[src/rtl/mod_ctrl_pkg.sv]
// Shared types and helpers for the modulo-N run controller and its counter.
package mod_ctrl_pkg;

  typedef enum logic [1:0] {
    S_IDLE  = 2'b00,
    S_RUN   = 2'b01,
    S_PAUSE = 2'b10,
    S_DONE  = 2'b11
  } state_t;

  localparam int unsigned MOD_DEFAULT      = 5;
  localparam int unsigned MOD_LAST_DEFAULT = MOD_DEFAULT - 1;

  // Terminal count of a modulo-mod counter.
  function automatic int unsigned mod_last(input int unsigned mod);
    return mod - 1;
  endfunction

endpackage

[src/rtl/mod_n_counter.sv]
// Modulo-N up-counter with enable and synchronous clear; flags the coming wrap.
module mod_n_counter
  import mod_ctrl_pkg::*;
#(
  parameter int MOD   = 5,
  parameter int WIDTH = 3
) (
  input  logic             clk,
  input  logic             reset,
  input  logic             en,
  input  logic             clr,
  output logic [WIDTH-1:0] Q,
  output logic             wrap_next
);

  localparam logic [WIDTH-1:0] LAST = WIDTH'(mod_last(MOD));

  logic [WIDTH-1:0] r_q;

  always_ff @(posedge clk or negedge reset) begin
    if (!reset) begin
      r_q <= '0;
    end else if (clr) begin
      r_q <= '0;
    end else if (en) begin
      r_q <= (r_q == LAST) ? '0 : r_q + 1'b1;
    end
  end

  assign Q         = r_q;
  assign wrap_next = en && (r_q == LAST);

endmodule

[src/rtl/mod_counter_ctrl.sv]
// Run controller: runs a modulo-N counter for a commanded number of periods,
// with pause, abort and a start/busy/done handshake.
module mod_counter_ctrl
  import mod_ctrl_pkg::*;
#(
  parameter int MOD   = 5,
  parameter int WIDTH = 3,
  parameter int CNT_W = 8
) (
  input  logic             clk,
  input  logic             reset,
  input  logic             start,
  input  logic [CNT_W-1:0] num_cycles,
  input  logic             pause,
  input  logic             abort,
  output logic [WIDTH-1:0] Q,
  output logic             wrap,
  output logic             busy,
  output logic             paused,
  output logic             done,
  output logic [CNT_W-1:0] cycles_left
);

  state_t           r_state;
  logic [CNT_W-1:0] r_cycles_left;
  logic             r_wrap;
  logic             r_busy;
  logic             r_paused;
  logic             r_done;

  logic w_active;
  logic w_en;
  logic w_clr;
  logic w_wrap_next;

  assign w_active = (r_state == S_RUN) || (r_state == S_PAUSE);
  // Abort and pause both suppress the increment, so no wrap can fire with them.
  assign w_en     = w_active && !abort && !pause;
  assign w_clr    = w_active && abort;

  mod_n_counter #(
    .MOD   (MOD),
    .WIDTH (WIDTH)
  ) u_counter (
    .clk       (clk),
    .reset     (reset),
    .en        (w_en),
    .clr       (w_clr),
    .Q         (Q),
    .wrap_next (w_wrap_next)
  );

  always_ff @(posedge clk or negedge reset) begin
    if (!reset) begin
      r_state       <= S_IDLE;
      r_cycles_left <= '0;
      r_wrap        <= 1'b0;
      r_busy        <= 1'b0;
      r_paused      <= 1'b0;
      r_done        <= 1'b0;
    end else begin
      r_wrap <= 1'b0;
      r_done <= 1'b0;
      case (r_state)
        S_IDLE: begin
          if (start && !abort) begin
            if (num_cycles != '0) begin
              r_state       <= S_RUN;
              r_cycles_left <= num_cycles;
              r_busy        <= 1'b1;
            end else begin
              r_state <= S_DONE;
              r_done  <= 1'b1;
            end
          end
        end
        S_RUN, S_PAUSE: begin
          if (abort) begin
            r_state       <= S_IDLE;
            r_cycles_left <= '0;
            r_busy        <= 1'b0;
            r_paused      <= 1'b0;
          end else if (pause) begin
            r_state  <= S_PAUSE;
            r_paused <= 1'b1;
          end else begin
            r_paused <= 1'b0;
            r_state  <= S_RUN;
            if (w_wrap_next) begin
              r_wrap <= 1'b1;
              if (r_cycles_left != '0) begin
                r_cycles_left <= r_cycles_left - 1'b1;
              end
              if (r_cycles_left == CNT_W'(1)) begin
                r_state <= S_DONE;
                r_done  <= 1'b1;
                r_busy  <= 1'b0;
              end
            end
          end
        end
        S_DONE: begin
          r_state <= S_IDLE;
        end
        default: begin
          r_state <= S_IDLE;
        end
      endcase
    end
  end

  assign wrap        = r_wrap;
  assign busy        = r_busy;
  assign paused      = r_paused;
  assign done        = r_done;
  assign cycles_left = r_cycles_left;

endmodule

[config.mk]
export PLATFORM = sky130hd
export DESIGN_NAME = mod_counter_ctrl
export DESIGN_NICKNAME = d
export VERILOG_FILES = /design/src/rtl/mod_ctrl_pkg.sv /design/src/rtl/mod_n_counter.sv /design/src/rtl/mod_counter_ctrl.sv
export SDC_FILE = /design/constraint.sdc
export NUM_CORES = 1
export LEC_CHECK = 0
export ABC_AREA = 0
export CAP_MARGIN = 20
export CORE_MARGIN = 2
export CORE_UTILIZATION = 50
export CTS_CLUSTER_DIAMETER = 60
export DETAILED_ROUTE_END_ITERATION = 8
export DONT_BUFFER_PORTS = 1
export SLEW_MARGIN = 25
export SYNTH_ARGS = -nofsm -noshare
export SYNTH_HDL_FRONTEND = slang
export SYNTH_SLANG_ARGS = --single-unit
[constraint.sdc]
create_clock -name clk -period 2 [get_ports clk]
set_input_delay 0.2 -clock clk [delete_from_list [all_inputs] [get_ports clk]]
set_output_delay 0.2 -clock clk [all_outputs]
set_load 0.005 [all_outputs]
==> results.py <==
metrics = {
    "status": {
        "status": "complete, no violations",
    },
    "critical_path": {
        "cpPeakStageDelay_ps": 520,
        "critPathCaptureType": "register",
        "crit_chain": "inv_1 -> ha_1 -> or3b_2 -> o31ai_1 -> nand4_1 -> o2bb2ai_1",
        "r2r_slack_ps": 100,
        "critPathKind": "register to register",
        "cp.required_ps": 2180,
        "r2r_end": "cycles_left[6]",
        "worstReg2RegStart": "cycles_left[1]",
        "crit_path_start_kind": "register",
        "reg2reg_depth": 6,
        "slowest_stage": "or3b_2",
        "path_max_fanout": 4,
        "worst_ep_arrival_time_ps": 2070,
    },
    "synthesis": {
        "synth_seq_cells": 17,
        "synth_cell_types": 42,
        "ys_warn_count": 0,
        "yosysMostFrequentCell": "dfrtp_1",
        "postSynthAreaPerCell_sq_um": 9.70,
        "syn_area_sq_um": 1180,
        "synth_cells": 122,
        "synth_top_area_cell": "dfrtp_1",
        "synth_top_cells_by_area": "dfrtp_1 36%, ha_1 9.5%, o2bb2ai_1 4.4%, inv_1 3.8%, a21oi_1 3.4%",
        "synth_ff_type": "dfrtp_1",
        "synth_top_area_share": 0.359,
        "synth_edf_count": 0,
        "synth_seq_area_share": 0.359,
        "synth_commonest_cells": "17 x dfrtp_1, 12 x inv_1, 10 x nor2_1",
        "async_flop_share": 1.00,
        "synth_fp_nets": 144,
    },
    "route": {
        "vias": 987,
        "drc": 0,
        "dr.pass1.iters": 4,
        "wirelength_um": 2750,
        "drtIter0Drc": 30,
        "ant_nets": 0,
        "vias_per_cell": 6.21,
        "drt-wirelength-per-cell_um": 17.3,
    },
    "sta": {
        "timing.setup.tns_ps": 0,
        "worstMarginPinSlew_ps": 733,
        "layout_min_cycle_time_ps": 1900,
        "finalSetupViolCount": 0,
        "fin_skew_ps": 5.75,
        "hold_slack_ps": 21.1,
        "final.setup.worst_slack_ps": 100,
        "fmax_mhz": 526,
        "slew_headroom": 0.510,
        "hold_violations": 0,
        "rsz0062_at_grt": "no",
        "period_share": 0.950,
        "report.final.slew_viol_count": 0,
    },
    "min_path": {
        "hold_start": "abort",
        "hold_depth": 1,
        "worstHoldEndpoint": "paused",
        "hp-class": "input pin to register",
    },
    "placed_design": {
        "post-dp-hpwl_um": 2080,
        "dpl.cell_count": 149,
        "pre_cts_slack_ps": 28.2,
        "place_area_sq_um": 1220,
        "io_buffer_count": 0,
        "gp_congestion": 0.861,
    },
    "floorplanning": {
        "core_sq_um": 2230,
        "die_w_um": 52.7,
        "initial_utilization": 0.530,
        "die_y_um": 52.7,
        "design.die.area_sq_um": 2770,
        "num_rows": 17,
        "io-pin-count": 28,
    },
    "global_routing": {
        "grt_usage": 0.220,
        "antenna_found_initial": 0,
        "grt_overflow": 0,
        "grt_pass1_vias": 953,
        "grt_max_degree": 18,
        "grt_pass1_wl_um": 4480,
    },
    "cells_and_area": {
        "final_cells": 159,
        "finalInstanceArea_sq_um": 1290,
        "diodes": 0,
        "drive_gt1_frac": 0.168,
        "synthToLayoutAreaGrowth_pct": 9.41,
        "fin_util": 0.580,
        "nets": 154,
    },
    "clock_network": {
        "htreeDepth": 1,
        "cts_tree": "done",
        "clockBufferDepth": 2,
        "cts_buffers": 3,
        "root_buffer": "clkbuf_4",
        "cts.clk_slew.worst_paths_ps": 90,
        "cts.sinks": 17,
        "clk_latency_ps": 290,
        "cts_resized": 0,
    },
    "power": {
        "p_int_mw": 1.11,
        "clockPowerShare": 0.085,
        "p_total_mw": 2.09,
        "p_leak_nw": 0.567,
        "p_sw_mw": 0.979,
        "p_seq_frac": 0.296,
        "comb_power_share": 0.619,
        "power_density_nw_per_um2": 1620,
        "ir_worst_vdd_mv": 0.950,
        "swShare": 0.468,
    },
    "run": {
        "drv_cap": 0,
    },
}
## worst max-delay path by stage
stage          cells after the start              to            from  slack (ps)
2_1_floorplan                      7  cycles_left[0]      r_state[0]         230
3_3_place_gp                       6  cycles_left[0]      r_state[0]         130
3_5_place_dp                       6  cycles_left[0]      r_state[0]          30
4_1_cts                            5      r_state[1]      r_state[0]         110
5_1_grt                            7  cycles_left[0]      r_state[1]           8
6_report                           6  cycles_left[6]  cycles_left[1]         100
## worst max-delay path, delay by kind of cell, from the launching register on
family	cells	cell delay, ps
fa+ha+maj	1	200
simple gates	2	650
flops	1	420
buf+inv	1	140
compound gates	2	380
## cell usage in the layout (no fill, tap or decap), types with 2 or more instances in the layout
master and count:
clkbuf_4 3, buf_4 6, nor4_1 3, a32oi_1 2, inv_1 12, a22o_1 2
a22oi_1 2, nand2_1 5, nor3_1 3, ha_1 9, dfrtp_1 17, a21oi_1 8
nand4_1 6, nand3_1 2, dlygate4sd3_1 2, o21ai_0 4, o31ai_1 2, nor2_1 10
mux2i_1 2, o2bb2ai_1 6, a2bb2oi_1 2
## cell families (layout without fill, tap and decap cells)
group / count (synthesis) / count (layout) / synth area share
AND/OR/NAND/NOR: 43 / 43 / 0.235
AO/OA/AOI/OAI: 36 / 36 / 0.243
flip-flops: 17 / 17 / 0.359
buffers and inverters: 15 / 24 / 0.0507
adder cells (fa/ha/maj): 9 / 9 / 0.0951
multiplexers: 2 / 2 / 0.0169
## cell type report
cell class,instances,area (sq um)
well taps,28,35.0
flip-flops and latches,17,425
repair buffers,8,65.1
inverters,12,45.0
fillers,207,938
multi-input cells,90,698
clock buffers,4,26.3
## metal layers
layer / share of wire / GRT usage / up-vias
met3: 0.068 / 0.0800 / 2
met4: 0.0051 / 0.0385 / 0
met1: 0.48 / 0.313 / 477
met2: 0.45 / 0.323 / 30
met5: 0 / 0 / -
li1: - / - / 478
## state kept, by name, summed over array words and instances (netlist names)
signal       flops
paused           1
wrap             1
done             1
r_state          2
cycles_left      8
busy             1
u_counter.Q      3
## power groups by stage
stage / clock [mW] / combinational [mW] / sequential, mW
final: 0.178 / 1.30 / 0.619
after global routing: 0.208 / 1.45 / 0.641
after CTS: 0.186 / 1.25 / 0.624
after detailed placement: 0 / 1.20 / 0.631
after global placement: 0 / 1.17 / 0.624
after floorplan: 0 / 0.952 / 0.603
## timing repair
| item | in CTS | in global routing |
|---|---|---|
| endpoints found under the setup margin | 1 | 4 |
| endpoints found under the hold margin | 18 | 0 |
| pin swaps | 0 | 2 |
| buffers inserted | 2 | 2 |
| hold buffers | 2 | 0 |
No activity file was read; power rests on OpenSTA's default activity.
